### src/rtl/bv_match_sched_if.sv
// Vector-in / match-beat-out handshake bundle for bv_match_sched.
// The slave modport is the sequencer's view; master is the producer/consumer side.
interface bv_match_sched_if #(
  parameter int WIDTH       = 64,
  parameter int WIDTH_COUNT = 6
);
  logic                   bv_valid;
  logic                   bv_ready;
  logic [WIDTH-1:0]       bv;
  logic                   match_valid;
  logic                   match_ready;
  logic [WIDTH_COUNT-1:0] match_index;
  logic                   match_hit;
  logic                   match_last;
  logic [WIDTH_COUNT:0]   match_num;

  modport slave (
    input  bv_valid, bv, match_ready,
    output bv_ready, match_valid, match_index, match_hit, match_last, match_num
  );

  modport master (
    output bv_valid, bv, match_ready,
    input  bv_ready, match_valid, match_index, match_hit, match_last, match_num
  );
endinterface

### src/rtl/bv_match_sched.sv
// Walks a rule-match bit vector LSB-first, skipping empty CHUNK-bit groups,
// and emits one rule index per set bit (or a single miss beat for an empty vector).
//
// state | meaning
// IDLE  | waiting for a vector, bv_ready=1
// SCAN  | one skip-or-pick decision per cycle on the low chunk of r_vec
// EMIT  | beat presented, held until match_ready
module bv_match_sched #(
  parameter int WIDTH       = 64,
  parameter int WIDTH_COUNT = 6,
  parameter int CHUNK       = 8
) (
  input logic              clk,
  input logic              reset,
  bv_match_sched_if.slave  bus
);
  localparam int P_W = (CHUNK > 1) ? $clog2(CHUNK) : 1;

  typedef enum logic [1:0] {S_IDLE, S_SCAN, S_EMIT} state_t;

  state_t                 r_state, w_state_nxt;
  logic [WIDTH-1:0]       r_vec, w_vec_nxt;
  logic [WIDTH_COUNT-1:0] r_base, w_base_nxt;
  logic [WIDTH_COUNT-1:0] r_index, w_index_nxt;
  logic                   r_hit, w_hit_nxt;
  logic                   r_last, w_last_nxt;
  logic [WIDTH_COUNT:0]   r_num, w_num_nxt;

  logic [P_W-1:0]         w_p;
  logic [WIDTH-1:0]       w_vec_clr;

  // Lowest set bit of the current chunk; scanned downward so the LSB wins.
  always_comb begin
    w_p = '0;
    for (int i = CHUNK - 1; i >= 0; i--) begin
      if (r_vec[i]) w_p = P_W'(i);
    end
    w_vec_clr = r_vec & ~(WIDTH'(1) << w_p);
  end

  always_ff @(posedge clk or negedge reset) begin
    if (!reset) begin
      r_state <= S_IDLE;
      r_vec   <= '0;
      r_base  <= '0;
      r_index <= '0;
      r_hit   <= 1'b0;
      r_last  <= 1'b0;
      r_num   <= '0;
    end else begin
      r_state <= w_state_nxt;
      r_vec   <= w_vec_nxt;
      r_base  <= w_base_nxt;
      r_index <= w_index_nxt;
      r_hit   <= w_hit_nxt;
      r_last  <= w_last_nxt;
      r_num   <= w_num_nxt;
    end
  end

  always_comb begin
    w_state_nxt = r_state;
    w_vec_nxt   = r_vec;
    w_base_nxt  = r_base;
    w_index_nxt = r_index;
    w_hit_nxt   = r_hit;
    w_last_nxt  = r_last;
    w_num_nxt   = r_num;
    case (r_state)
      S_IDLE: begin
        if (bus.bv_valid) begin
          w_vec_nxt   = bus.bv;
          w_base_nxt  = '0;
          w_num_nxt   = '0;
          w_state_nxt = S_SCAN;
        end
      end
      S_SCAN: begin
        if (r_vec == '0) begin
          // Only reachable for an all-zero input: a single miss beat.
          w_index_nxt = '0;
          w_hit_nxt   = 1'b0;
          w_last_nxt  = 1'b1;
          w_state_nxt = S_EMIT;
        end else if (r_vec[CHUNK-1:0] == '0) begin
          w_vec_nxt  = r_vec >> CHUNK;
          w_base_nxt = r_base + WIDTH_COUNT'(CHUNK);
        end else begin
          w_index_nxt = r_base + WIDTH_COUNT'(w_p);
          w_hit_nxt   = 1'b1;
          w_num_nxt   = r_num + (WIDTH_COUNT+1)'(1);
          w_last_nxt  = (w_vec_clr == '0);
          w_vec_nxt   = w_vec_clr;
          w_state_nxt = S_EMIT;
        end
      end
      S_EMIT: begin
        if (bus.match_ready) w_state_nxt = r_last ? S_IDLE : S_SCAN;
      end
      default: w_state_nxt = S_IDLE;
    endcase
  end

  assign bus.bv_ready    = (r_state == S_IDLE);
  assign bus.match_valid = (r_state == S_EMIT);
  assign bus.match_index = r_index;
  assign bus.match_hit   = r_hit;
  assign bus.match_last  = r_last;
  assign bus.match_num   = r_num;
endmodule

### src/flat_wrapper.sv
// flat-port wrapper written by rule: the top's interface ports become plain ports
module bv_match_sched_flat 
#(
  parameter int WIDTH       = 64,
  parameter int WIDTH_COUNT = 6,
  parameter int CHUNK       = 8
)
  (clk, reset, bus_bv_valid, bus_bv, bus_match_ready, bus_bv_ready, bus_match_valid, bus_match_index, bus_match_hit, bus_match_last, bus_match_num);
  bv_match_sched_if #(.WIDTH(WIDTH), .WIDTH_COUNT(WIDTH_COUNT)) bus_i ();
  input logic clk;
  input logic reset;
  input wire logic [$bits(bus_i.bv_valid)-1:0] bus_bv_valid;
  input wire logic [$bits(bus_i.bv)-1:0] bus_bv;
  input wire logic [$bits(bus_i.match_ready)-1:0] bus_match_ready;
  output wire logic [$bits(bus_i.bv_ready)-1:0] bus_bv_ready;
  output wire logic [$bits(bus_i.match_valid)-1:0] bus_match_valid;
  output wire logic [$bits(bus_i.match_index)-1:0] bus_match_index;
  output wire logic [$bits(bus_i.match_hit)-1:0] bus_match_hit;
  output wire logic [$bits(bus_i.match_last)-1:0] bus_match_last;
  output wire logic [$bits(bus_i.match_num)-1:0] bus_match_num;
  assign bus_i.bv_valid = bus_bv_valid;
  assign bus_i.bv = bus_bv;
  assign bus_i.match_ready = bus_match_ready;
  assign bus_bv_ready = bus_i.bv_ready;
  assign bus_match_valid = bus_i.match_valid;
  assign bus_match_index = bus_i.match_index;
  assign bus_match_hit = bus_i.match_hit;
  assign bus_match_last = bus_i.match_last;
  assign bus_match_num = bus_i.match_num;
  bv_match_sched #(.WIDTH(WIDTH), .WIDTH_COUNT(WIDTH_COUNT), .CHUNK(CHUNK)) u_core (.clk(clk), .reset(reset), .bus(bus_i));
endmodule
### config.mk
export PLATFORM = sky130hd
export DESIGN_NAME = bv_match_sched_flat
export DESIGN_NICKNAME = d
export VERILOG_FILES = /design/src/rtl/bv_match_sched_if.sv /design/src/rtl/bv_match_sched.sv /design/src/flat_wrapper.sv
export SDC_FILE = /design/constraint.sdc
export NUM_CORES = 1
export LEC_CHECK = 0
export ABC_AREA = 1
export BUFFER_PORTS_ARGS = -buffer_cell sky130_fd_sc_hd__buf_2
export CORE_UTILIZATION = 25
export DETAILED_ROUTE_END_ITERATION = 8
export PLACE_DENSITY = 0.43
export SKIP_CTS_REPAIR_TIMING = 1
export SLEW_MARGIN = 15
export SYNTH_ARGS = -nofsm -noshare
export SYNTH_HDL_FRONTEND = slang
export SYNTH_SLANG_ARGS = --single-unit
### constraint.sdc
create_clock -name clk -period 4.3 [get_ports clk]
set_input_delay 0.43 -clock clk [delete_from_list [all_inputs] [get_ports clk]]
set_output_delay 0.43 -clock clk [all_outputs]
set_load 0.02 [all_outputs]
* Word-level counts from Yosys, hierarchy flattened
Cells that the tools add are included.
** Operators by class
- Eq/ne operators :: 9
- Add/subtract/negate cells :: 3
- Reduce and logical (&&, ||, !) cells :: 10
- Bitwise operators :: 2
- Shift operators :: 1
- Muxes and demuxes :: 32
** Operator list (count)
- 64-bit two-way mux :: 3
- 64-bit zero test :: 2
- 64-bit case mux with 2 select lines :: 1
- 64-bit AND :: 1
- 64-bit NOT :: 1
- 1-bit by 3-bit << shifter with 64-bit output, first input constant :: 1
- 6-bit two-way mux :: 5
- 3-bit two-way mux :: 8
- 7-bit two-way mux :: 3
- 7-bit case mux with 2 select lines :: 1
- 6-bit case mux with 2 select lines :: 1
- 8-bit zero test :: 1
- 2-bit two-way mux :: 4
- 2-bit inequality test, second input constant :: 4
- 4-bit AND reduction :: 2
- 7-bit by 1-bit adder with 7-bit output, second input constant :: 1
- 6-bit by 3-bit adder with 6-bit output :: 1
- 6-bit by 4-bit adder with 6-bit output, second input constant :: 1
- 2-bit case mux with 3 select lines :: 1
- 3-bit AND reduction :: 2
- 1-bit two-way mux :: 5
- 2-bit by 1-bit inequality test with 1-bit output, second input constant :: 2
- 3-bit by 2-bit inequality test with 1-bit output, second input constant :: 1
- 2-bit by 1-bit equality test with 1-bit output, second input constant :: 1
- 4 further kinds :: 4
** Storage, ports and cells
- Logic and storage cells :: 64
- Bits of input ports :: 68
- Output and inout bits :: 17
- Flip-flop bits (word level) :: 87

* Logic depth before layout (Yosys ltp)
- Word-level depth :: 14
- Depth in mapped cells :: 13
- Depth with buffers taken out :: 13

* Worst setup path after synthesis
No wires, ideal clock.
- Path kind :: register to output
- Start point :: register u_core.r_state[1]
- End point :: output bus_bv_ready
- Cell stages (with the launch flop) :: 4
- Data required time :: 3.870 ns
- Arrival :: 1.409 ns
- Buffers on the path :: 2
- Slack :: 2.461 ns
- Path through :: dfrtp_1 nor2_1 clkbuf_1 clkbuf_1
** On the way
- Cells in the longest elaborated chain, start to end :: 1
** RTL lines
- start, declared :: line bv_match_sched.sv:21 : state_t r_state, w_state_nxt;
- start signal, assigned :: line bv_match_sched.sv:51 : r_state <= w_state_nxt;
- 2-bit zero test :: line bv_match_sched.sv:104 : assign bus.bv_ready = (r_state == S_IDLE);
- end, declared :: line flat_wrapper.sv:15 : output wire logic [$bits(bus_i.bv_ready)-1:0] bus_bv_ready;
Every way passes these cells.

* Final worst setup path
- Start point :: register u_core.r_state[1]
- End point :: register u_core.r_vec[39]
** On the way
- Cells in the longest elaborated chain, start to end :: 3
- Elaborated cells between the ends (all ways) :: 7
- Classes of those cells :: 3 x eq/ne; 1 x mux; 3 x reduce/logical
** RTL lines
- 2-bit by 1-bit equality test with 1-bit output / 2-bit zero test (equally long branches) :: line bv_match_sched.sv:69 : case (r_state)
- 2-bit inequality test (no source line) / 2-bit nonzero test (equally long branches)
- 3-bit AND reduction (no source line)
- end signal, assigned :: line bv_match_sched.sv:52 : r_vec <= w_vec_nxt;
- end, declared :: line bv_match_sched.sv:22 : logic [WIDTH-1:0] r_vec, w_vec_nxt;
Several ways; a longest one is shown, not always the timed one.
A chain may end at the register's enable or synchronous reset.

==> summary.txt <==
status = complete, no violations
Reg2Reg Setup Slack = 1.05 ns
Pleak = 2.99 nW
IO Port Bufs = 84
part of the power in registers = 37.6%
DR vias = 4397
initial DRC count = 306
DRT Pass-1 Iters = 5
total track usage = 16.5%
number of top-level pins = 85
Logic pwr share = 42.7%
register area share after synthesis = 45.8%
clk buf depth = 2
path type of the worst min-delay path = input port to async pin
Die ar. = 18900 µm²
CP Launch Type = flop
crit path cell chain = nor2_4 -> inv_2 -> nor2_2 -> inv_2 -> nand3_2 -> buf_4 -> nand2_1 -> nand2_1
Initial Util = 25.5%
nets = 770
Final setup viols = 0
non-filler cells in the finished layout = 933
Synth area leaders = dfrtp_1 (46%), nand2_1 (22%), nand3_1 (6.0%)
Yosys top cell by area = dfrtp_1
largest net degree at the start of global routing = 56
maxcap violations = 0
Slew headroom = 51.2%
synthesized area = 4590 µm²
Synth Instances = 629
endpoints failing hold = 0
worst slack, placed = 1.02 ns
number of synthesis warnings = 0
first-pass GRT wire length = 23.4 mm
synthesized flop and latch total = 84
number of nets with antenna violations after routing = 0
final critical-path share of the clock period = 75.5%
chip height = 137 µm
Num CTS Buffers = 9
Max Clock Freq = 308 MHz
clk sinks = 84
crit-path leading delay family = simple AND/OR/NAND/NOR gates
RSZ-0062 raised after global routing = false
Buffers & Inverters on Critical Path = 3
root buffer cell = clkbuf_16
crit path DAT = 3.53 ns
Rows = 49
layout cell share with drive strength beyond 1 = 17.8%
Worst Tran Pin Value = 0.732 ns
P&R area growth vs syn = 19.4%
Total Routed Length = 14.7 mm
WL per Instance = 15.7 µm
CP Data Required Time = 4.58 ns
slowest stage delay, CP = 0.52 ns
Reg clk slew, reported paths = 0.06 ns
pwr/cell area = 668 nW/µm²
Sw Ratio = 45.4%
CP endpoint kind = flop
Finished Core Util = 30.5%
dpl cells = 917
Syn Area/Cell = 7.30 µm²
Psw = 1.66 mW
post-synth cell types = 28
crit path kind = flop to flop
Worst Skew = 0.00436 ns
Yosys top cell area share = 45.8%
Fin Hold WS = 0.0174 ns
Final Worst Setup Slack = 1.05 ns
Post-Syn Nets = 700
initial antenna violation count = 0
CTS tree = built
vias in the first global route = 4304
Core Footprint = 18000 µm²
number of vias per cell = 4.71
worst ir drop on vdd = 0.000274 V
H-tree depth = 3
Setup TNS Final = 0 ns
final instance area = 5480 µm²
drc violations = 0
Post-DP HPWL = 10.2 mm
grt ovf = 0
Clk Latency, worst-skew pair = 0.35 ns
crit path max fanout = 30
Int Pwr = 2.00 mW
Clk pwr share = 19.7%
Chip Width = 137 µm
Slowest-stage cell, CP = nand3_2
Power, Total = 3.66 mW
Final min period = 3.25 ns
Final Wtd Congestion = 0.876
Inserted Diodes = 0
# fillers = 1989
Final Max Slew Viols = 0
Post-DP Area = 5220 µm²
[power by group through the flow]
stage               clock [mW]  sequential (mW)  combinational [mW]
floorplan                    0             1.33                1.15
global placement             0             1.38                1.54
detailed placement           0             1.39                1.58
CTS                      0.745             1.38                1.59
global route             0.770             1.42                1.80
finish                   0.723             1.38                1.56
[final cells by class]
cell class | count | area [µm²] | share of cell area (%)
clock inverters | 2 | 10.0 | 0.183
flip-flops and latches | 84 | 2100 | 38.3
well taps | 229 | 287 | 5.23
inverters | 24 | 90.1 | 1.64
multi-input cells | 487 | 2250 | 41.0
repair buffers | 93 | 490 | 8.95
clock buffers | 14 | 254 | 4.63
[placed cells by master (no fill, tap or decap), drive strengths merged]
cell type    n
ha           3
or2          2
o21ai        6
o31ai        1
nand2      268
xnor2        5
xor2         2
conb         1
dfrtp       84
buf         93
and3        26
nor3         2
o211ai       2
nor2        61
nand4       20
a21boi       1
nand3       58
clkinv       3
clkbuf      14
inv         23
a31oi       29
[final timing paths]
kind,startpoint,endpoint,cells after the start
worst max-delay path,u_core.r_state[1],u_core.r_vec[39],8
worst min-delay path,reset,u_core.bus.match_hit,1
worst max register to register,u_core.r_state[1],u_core.r_vec[39],8
worst min register to register,u_core.r_vec[19],u_core.r_vec[19],2
max in group asynchronous,reset,u_core.r_vec[33],2
min in group clk,bus_bv[56],u_core.r_vec[56],3
[logic make-up (layout without fill, tap and decap cells)]
kind of cell             Yosys count  count (layout)  share of synthesized area (%)
AO/OA/AOI/OAI                     39              39                           5.26
XOR/XNOR                           7               7                           1.34
adder cells (fa/ha/maj)            3               3                          0.818
buffers and inverters             58             133                           5.32
flip-flops                        84              84                           45.8
other                              1               1                         0.0817
AND/OR/NAND/NOR                  437             437                           41.4
[flip-flops by register name, indices dropped and copies added (netlist names)]
signal and cells:
u_core.bus.match_hit 1, u_core.bus.match_index 6, u_core.bus.match_last 1, u_core.bus.match_num 7, u_core.r_base 3, u_core.r_state 2, u_core.r_vec 64
[Yosys cell counts (all sizes together)]
| cell type | count |
|---|---|
| inv | 23 |
| o31ai | 1 |
| dfrtp | 84 |
| nand4 | 20 |
| o21ai | 6 |
| and3 | 26 |
| buf | 11 |
| nor3 | 2 |
| ha | 3 |
| or2 | 2 |
| xor2 | 2 |
| a21boi | 1 |
| o211ai | 2 |
| conb | 1 |
| xnor2 | 5 |
| clkbuf | 23 |
| nand2 | 268 |
| a31oi | 29 |
| clkinv | 1 |
| nand3 | 58 |
| nor2 | 61 |
[per-layer routing]
metal / global-route usage, % / wire [µm] / up-vias
met5: 0 / 0 / -
met4: 5.56 / 299 / 0
met3: 3.42 / 667 / 19
met2: 26.0 / 6720 / 114
met1: 22.2 / 7010 / 2075
li1: - / - / 2189
Power figures use the tool's default switching activity.
